$ cat config.mk
export PLATFORM = sky130hd
export DESIGN_NAME = npu_cmd_dispatcher
export DESIGN_NICKNAME = d
export VERILOG_FILES = /design/src/rtl/npu_cmd_dispatcher.sv
export SDC_FILE = /design/constraint.sdc
export NUM_CORES = 1
export LEC_CHECK = 0
export CORE_MARGIN = 2
export CORE_UTILIZATION = 55
export DETAILED_ROUTE_END_ITERATION = 6
export DONT_BUFFER_PORTS = 1
export GPL_ROUTABILITY_DRIVEN = 0
export MAX_ROUTING_LAYER = met4
export PLACE_DENSITY = 0.73
export SLEW_MARGIN = 20
export SYNTH_ARGS = -nofsm -noshare
export SYNTH_HDL_FRONTEND = slang
export SYNTH_SLANG_ARGS = --single-unit
$ cat constraint.sdc
create_clock -name clk_i -period 1.94 [get_ports clk_i]
set_clock_uncertainty 0.05 [all_clocks]
set_input_delay 0.485 -clock clk_i [delete_from_list [all_inputs] [get_ports clk_i]]
set_output_delay 0.485 -clock clk_i [all_outputs]
set_load 0.1 [all_outputs]
$ cat src/rtl/npu_cmd_dispatcher.sv
// NPU command dispatcher: turns decoded bus accesses into memory strobes,
// timed OMEM reads and engine start/done handshakes with a watchdog.
module npu_cmd_dispatcher #(
   parameter int DWidth     = 8,
   parameter int ADDR_WIDTH = 32,
   parameter int LOCAL_AW   = 16,
   parameter int TIMEOUT    = 1024
) (
   input  logic                  clk_i,
   input  logic                  rst_ni,
   input  logic [3:0]            op_type_i,
   input  logic [ADDR_WIDTH-1:0] addr_i,
   input  logic [DWidth-1:0]     wdata_i,
   output logic                  ready_o,
   output logic                  imem_we_o,
   output logic                  wmem_we_o,
   output logic                  bmem_we_o,
   output logic [LOCAL_AW-1:0]   mem_addr_o,
   output logic [DWidth-1:0]     mem_wdata_o,
   output logic                  omem_re_o,
   input  logic [DWidth-1:0]     omem_rdata_i,
   output logic [DWidth-1:0]     rdata_o,
   output logic                  rvalid_o,
   output logic [DWidth-1:0]     para_o,
   output logic                  os_start_o,
   output logic                  move_start_o,
   input  logic                  engine_done_i,
   output logic                  busy_o,
   output logic                  err_o
);

   localparam int CW = $clog2(TIMEOUT);
   localparam logic [CW-1:0] CNT_MAX = CW'(TIMEOUT - 1);

   localparam logic [3:0] OP_IMEM = 4'b1000;
   localparam logic [3:0] OP_WMEM = 4'b1001;
   localparam logic [3:0] OP_BMEM = 4'b1010;
   localparam logic [3:0] OP_OMEM = 4'b1011;
   localparam logic [3:0] OP_PARA = 4'b1100;
   localparam logic [3:0] OP_OS   = 4'b1111;
   localparam logic [3:0] OP_MOVE = 4'b0001;

   typedef enum logic [1:0] {
      IDLE,
      RD_WAIT,
      RD_RESP,
      RUN
   } state_t;

   state_t state, state_nx;

   logic [CW-1:0]       cnt, cnt_nx;
   logic                imem_nx, wmem_nx, bmem_nx;
   logic                re_nx, rvalid_nx;
   logic                os_nx, mv_nx;
   logic                busy_nx, err_nx;
   logic [LOCAL_AW-1:0] addr_nx;
   logic [DWidth-1:0]   wdata_nx, rdata_nx, para_nx;
   logic [LOCAL_AW-1:0] laddr;
   logic                addr_unused;

   assign laddr       = addr_i[LOCAL_AW-1:0];
   assign addr_unused = ^addr_i[ADDR_WIDTH-1:LOCAL_AW];
   assign ready_o     = (state == IDLE);

   always_comb begin
      state_nx  = state;
      cnt_nx    = cnt;
      imem_nx   = 1'b0;
      wmem_nx   = 1'b0;
      bmem_nx   = 1'b0;
      re_nx     = 1'b0;
      rvalid_nx = 1'b0;
      os_nx     = 1'b0;
      mv_nx     = 1'b0;
      err_nx    = err_o;
      addr_nx   = mem_addr_o;
      wdata_nx  = mem_wdata_o;
      rdata_nx  = rdata_o;
      para_nx   = para_o;
      case (state)
         IDLE: begin
            case (op_type_i)
               OP_IMEM: begin
                  imem_nx  = 1'b1;
                  addr_nx  = laddr;
                  wdata_nx = wdata_i;
               end
               OP_WMEM: begin
                  wmem_nx  = 1'b1;
                  addr_nx  = laddr;
                  wdata_nx = wdata_i;
               end
               OP_BMEM: begin
                  bmem_nx  = 1'b1;
                  addr_nx  = laddr;
                  wdata_nx = wdata_i;
               end
               OP_OMEM: begin
                  re_nx    = 1'b1;
                  addr_nx  = laddr;
                  state_nx = RD_WAIT;
               end
               OP_PARA: para_nx = wdata_i;
               OP_OS: begin
                  os_nx    = 1'b1;
                  cnt_nx   = '0;
                  state_nx = RUN;
               end
               OP_MOVE: begin
                  mv_nx    = 1'b1;
                  cnt_nx   = '0;
                  state_nx = RUN;
               end
               default: ;
            endcase
         end
         RD_WAIT: begin
            rvalid_nx = 1'b1;
            rdata_nx  = omem_rdata_i;
            state_nx  = RD_RESP;
         end
         RD_RESP: state_nx = IDLE;
         RUN: begin
            // cnt is still zero in the start cycle, so done there is ignored
            if (engine_done_i && (cnt != '0)) begin
               state_nx = IDLE;
            end else if (cnt == CNT_MAX) begin
               err_nx   = 1'b1;
               state_nx = IDLE;
            end else begin
               cnt_nx = cnt + CW'(1);
            end
         end
         default: state_nx = IDLE;
      endcase
      busy_nx = (state_nx == RUN);
   end

   always_ff @(posedge clk_i or negedge rst_ni) begin
      if (!rst_ni) begin
         state        <= IDLE;
         cnt          <= '0;
         imem_we_o    <= 1'b0;
         wmem_we_o    <= 1'b0;
         bmem_we_o    <= 1'b0;
         omem_re_o    <= 1'b0;
         rvalid_o     <= 1'b0;
         os_start_o   <= 1'b0;
         move_start_o <= 1'b0;
         busy_o       <= 1'b0;
         err_o        <= 1'b0;
         mem_addr_o   <= '0;
         mem_wdata_o  <= '0;
         rdata_o      <= '0;
         para_o       <= '0;
      end else begin
         state        <= state_nx;
         cnt          <= cnt_nx;
         imem_we_o    <= imem_nx;
         wmem_we_o    <= wmem_nx;
         bmem_we_o    <= bmem_nx;
         omem_re_o    <= re_nx;
         rvalid_o     <= rvalid_nx;
         os_start_o   <= os_nx;
         move_start_o <= mv_nx;
         busy_o       <= busy_nx;
         err_o        <= err_nx;
         mem_addr_o   <= addr_nx;
         mem_wdata_o  <= wdata_nx;
         rdata_o      <= rdata_nx;
         para_o       <= para_nx;
      end
   end

endmodule

# Word-level counts from Yosys, hierarchy flattened
# Cells that the tools add are included.
# word_totals
word_cells	65
output_inout_bits	50
ff_bits	61
in_bits	55
# classes
reduce_logical	12
n_mux	21
bitwise_logic	1
n_eq_ne	15
add_sub_neg	1
# ops
operator	count
2-to-1 mux 10 bit	3
equality test 4 bit, second input constant	6
one-hot mux 10 bit (2 select lines)	1
2-to-1 mux 1 bit	13
adder 10 x 1 -> 10 bit, second input constant	1
equality test 10 bit, second input constant	1
nonzero test 10 bit	1
one-hot mux 2 bit (4 select lines)	1
equality test 2 bit, second input constant	3
inequality test 2 bit, second input constant	3
AND reduction 2 bit	3
equality test 4 x 1 -> 1 bit, second input constant	1
2-to-1 mux 2 bit	2
one-hot mux 2 bit (2 select lines)	1
AND reduction 4 bit	1
OR reduction 4 bit	1
AND reduction 3 bit	1
OR reduction 3 bit	1
equality test 2 x 1 -> 1 bit, second input constant	1
zero test 2 bit	1
nonzero test 2 bit	1
OR reduction 2 bit	1
logical AND 1 bit	1
NOT 1 bit	1

# Logic depth before layout (Yosys ltp)
# logic_depth
depth_word	5
mapped_depth	7
mapped_depth_nobuf	6

# Least setup slack after synthesis
# No wires, ideal clock.
# synth_timing
path_kind	register to register
start	register state[1]
end	register para_o[0]
slack_ns	-0.982
path_stages_with_launch	4
setup_ns	0.126
period_less_slack_ns	2.922
path_buffers	0
t_arrival_ns	2.746
cell_sequence	dfrtp_1 -> nor2_1 -> nand4_1 -> mux2_2
# synth_via
elab_chain_len	2
# synth_lines
element	line_no	source
start, declared	50	state_t state, state_nx;
start signal, assigned	158	state <= state_nx;
zero test 2 bit	--	
via ready_o	14	output logic ready_o,
AND reduction 2 bit (no source line)	--	
end signal, assigned	172	para_o <= para_nx;
end, declared	24	output logic [DWidth-1:0] para_o,
# The timed path passes the listed nets, and every way through them passes these cells.
# A chain may end at the register's enable or synchronous reset.

# Final worst setup path
# layout_timing
start	register cnt[1]
end	register cnt[2]
# layout_via
elab_chain_len	4
elab_cells_between_ends	10
classes_between	add/sub: 1; eq/ne: 3; mux: 3; reduce/logical: 3
# layout_lines
element	line_no	source
start, declared	52	logic [CW-1:0] cnt, cnt_nx;
start signal, assigned	159	cnt <= cnt_nx;
adder 10 x 1 -> 10 bit / nonzero test 10 bit (equally long branches)	132, 126	
2-to-1 mux 10 bit / logical AND 1 bit (equally long branches)	128, 126	
2-to-1 mux 10 bit / inequality test 2 bit (equally long branches)	--	
one-hot mux 10 bit (2 select lines) / AND reduction 4 bit (equally long branches)	--	
# Several ways; a longest one is shown, not always the timed one. The select of a mux whose other input is x is not followed.

==> results.ini <==
[outcome]
status = finished, violations left
violations = negative hold slack, negative setup slack

[global_routing]
grt_usage_pct = 24.9
antenna_found_initial = 0
grt_max_degree = 62
grt_pass1_vias = 1962
grt_first_pass_wirelength_um = 9460
globalRouteOverflowTotal = 0

[place]
dpl_cell_area_um2 = 2940
dp_hpwl_um = 3950
port_buffers = 0

[finish]
n_fill_cell = 305
multi_input_area_um2 = 1030
postLayoutCellArea_um2 = 3190
syn_to_final_growth_pct = 25.2
final_nets = 328
layout-drive-gt1-share_pct = 36.0
n_antenna_cell = 0
seq_area_um2 = 1530

[clock_network]
cts_tree = done
cts_buffers = 9
htree_levels = 3
clock_latency_ps = 330
clkTransAtPathRegs_ps = 70
cts_sinks = 61
root_buffer = clkbuf_8
cts_max_path_buffers = 2

[critical_path]
crit_slowest_cell = or4b_4
r2r_slack_ps = -220
cp_cell_sequence = inv_1 > ha_1 > or4b_4 > o32a_1 > buf_6 > nor3b_2 > mux2i_1
critPathArrivalTime_ps = 2350
cp-start-kind = register
required_ps = 2140
cp_max_fo = 6
slowest_delay_ps = 460
path_class = reg2reg
end_kind = register

[sta]
tightest_slew_ps = 920
grt_setup_unrepaired = yes
hold-worst-slack_ps = -209
slew_headroom_pct = 38.7
final_max_slew_viol_count = 0
min_period_ps = 2160
worst_slack_ps = -216
period_share_pct = 111
setup_viol = 14
hold_viol = 61
fmax_ghz = 0.464

[logic_synthesis]
avgSynthCellArea_um2 = 11.6
syn_area_um2 = 2540
seq_area_frac_synth_pct = 60.0
synth_cell_type_count = 31
ys_ff_latch = 61
syn_nets = 277
yosysWarnings = 0
synth_cells = 220

[detailed_routing]
drc_errors = 0
wire_per_inst_um = 17.3
via_count = 1898
drt-initial-drc-count = 178
ant_nets = 0
firstDrtPassIters = 4
via_per_inst = 5.80
routed_wl_um = 5660

[floorplanning]
fp.dieH_um = 72.0
die_x_um = 72.0
start_util_pct = 57.7
die_area_um2 = 5190
rows = 24
io_pins = 105
fp.coreArea_um2 = 4410

[worst_hold_path]
hp-class = in2async

[run]
cap_violations = 0

==> per-stage QoR <==
stage	utilization, %	instances	worst slack, ps	TNS, ps	hold WS, ps
after floorplan	-	220	-61.4	-69.0	139
after global placement	66.6	310	-104	-402	141
after detailed placement	66.6	310	-154	-934	141
after CTS	70.9	325	-161	-1050	-222
after global routing	72.2	327	-266	-2340	-231
final	72.2	327	-216	-1670	-209
==> path summary, 6_finish.rpt <==
| path | startpoint | to | cells past startpoint |
|---|---|---|---|
| setup reg to reg | cnt[1] | cnt[2] | 7 |
| setup / recovery | cnt[1] | cnt[2] | 7 |
| min in group clk_i | op_type_i[0] | bmem_we_o | 1 |
| hold reg to reg | mem_addr_o[1] | mem_addr_o[1] | 2 |
| hold / removal | rst_ni | imem_we_o | 0 |
| max in group asynchronous | rst_ni | mem_wdata_o[6] | 0 |
==> Yosys cell counts (all sizes together) <==
master / n / area share [%]
nor3b: 3 / 1.1
nand3: 3 / 0.59
mux2i: 3 / 1.2
dfrtp: 61 / 60
o41ai: 4 / 2.3
nand4: 5 / 1.2
o32a: 1 / 0.39
nand3b: 1 / 0.30
a21o: 5 / 1.5
and3: 1 / 0.25
nand2: 59 / 8.7
buf: 1 / 0.44
nor3: 5 / 0.98
o211ai: 6 / 1.8
nor4: 2 / 0.49
or4b: 1 / 0.39
o31ai: 1 / 0.30
nor2: 5 / 0.74
o311ai: 2 / 0.69
or4: 3 / 0.88
o21ai: 2 / 0.39
o21a: 1 / 0.30
and2: 2 / 0.49
inv: 6 / 0.88
ha: 2 / 0.98
clkbuf: 7 / 1.0
nor2b: 1 / 0.25
mux2: 25 / 11
nand2b: 2 / 0.49
==> state kept, by name, summed over array words and instances (netlist names) <==
signal        count
bmem_we_o         1
busy_o            1
cnt              10
err_o             1
imem_we_o         1
mem_addr_o       16
mem_wdata_o       8
move_start_o      1
omem_re_o         1
os_start_o        1
para_o            8
rdata_o           8
rvalid_o          1
state             2
wmem_we_o         1
==> layout make-up <==
| class | count | share of cell area [%] |
|---|---|---|
| Sequential cell | 61 | 47.9 |
| Multi-Input combinational cell | 145 | 32.2 |
| Timing Repair Buffer | 48 | 11.5 |
| Clock buffer | 12 | 4.87 |
| Tap cell | 52 | 2.04 |
| Inverter | 6 | 0.707 |
| Clock inverter | 3 | 0.668 |
==> layer usage <==
layer | share of wire (%) | global-route usage [%]
met1 | 40 | 29.9
met2 | 48 | 37.9
met3 | 9.2 | 9.31
met4 | 2.8 | 10.7
met5 | 0 | -
==> cells by family (layout without fill, tap and decap cells) <==
logic type | Yosys count | in the layout | synth area share [%]
fa+ha+maj | 2 | 2 | 0.983
mux | 28 | 28 | 12.2
simple gates | 93 | 93 | 16.9
compound gates | 22 | 22 | 7.57
flops | 61 | 61 | 60.0
buf+inv | 14 | 69 | 2.36
==> repair_timing <==
| item | 4_1_cts | 5_1_grt |
|---|---|---|
| endpoints found under the setup margin | 14 | 14 |
| endpoints found under the hold margin | 61 | 61 |
| resized for setup | 4 | 8 |
| setup buffers | 0 | 2 |
| pin swaps | 0 | 5 |
==> layout by cell type (no fill, tap or decap), drive strengths merged <==
cell type	netlist	final
o31ai	1	1
nand3b	1	1
clkbuf	7	12
or4b	1	1
nand3	3	3
o311ai	2	2
and2	2	2
nor2	5	5
or4	3	3
buf	1	48
mux2i	3	3
nand2b	2	2
mux2	25	25
o32a	1	1
inv	6	6
clkinv	0	2
nor3	5	5
o211ai	6	6
dfrtp	61	61
nand4	5	5
nor3b	3	3
clkinvlp	0	1
o21a	1	1
nor2b	1	1
nand2	59	59
a21o	5	5
o21ai	2	2
and3	1	1
o41ai	4	4
nor4	2	2
ha	2	2
==> critical path: cells and delay by family (launching register included) <==
kind            cells  cell delay [ps]
simple gates        2              640
flops               1              400
buf+inv             2              250
fa+ha+maj           1              130
mux                 1              220
compound gates      1              380
Power is not shown: default switching activity piles up to over one toggle a cycle in this logic, so the estimate is an artifact.
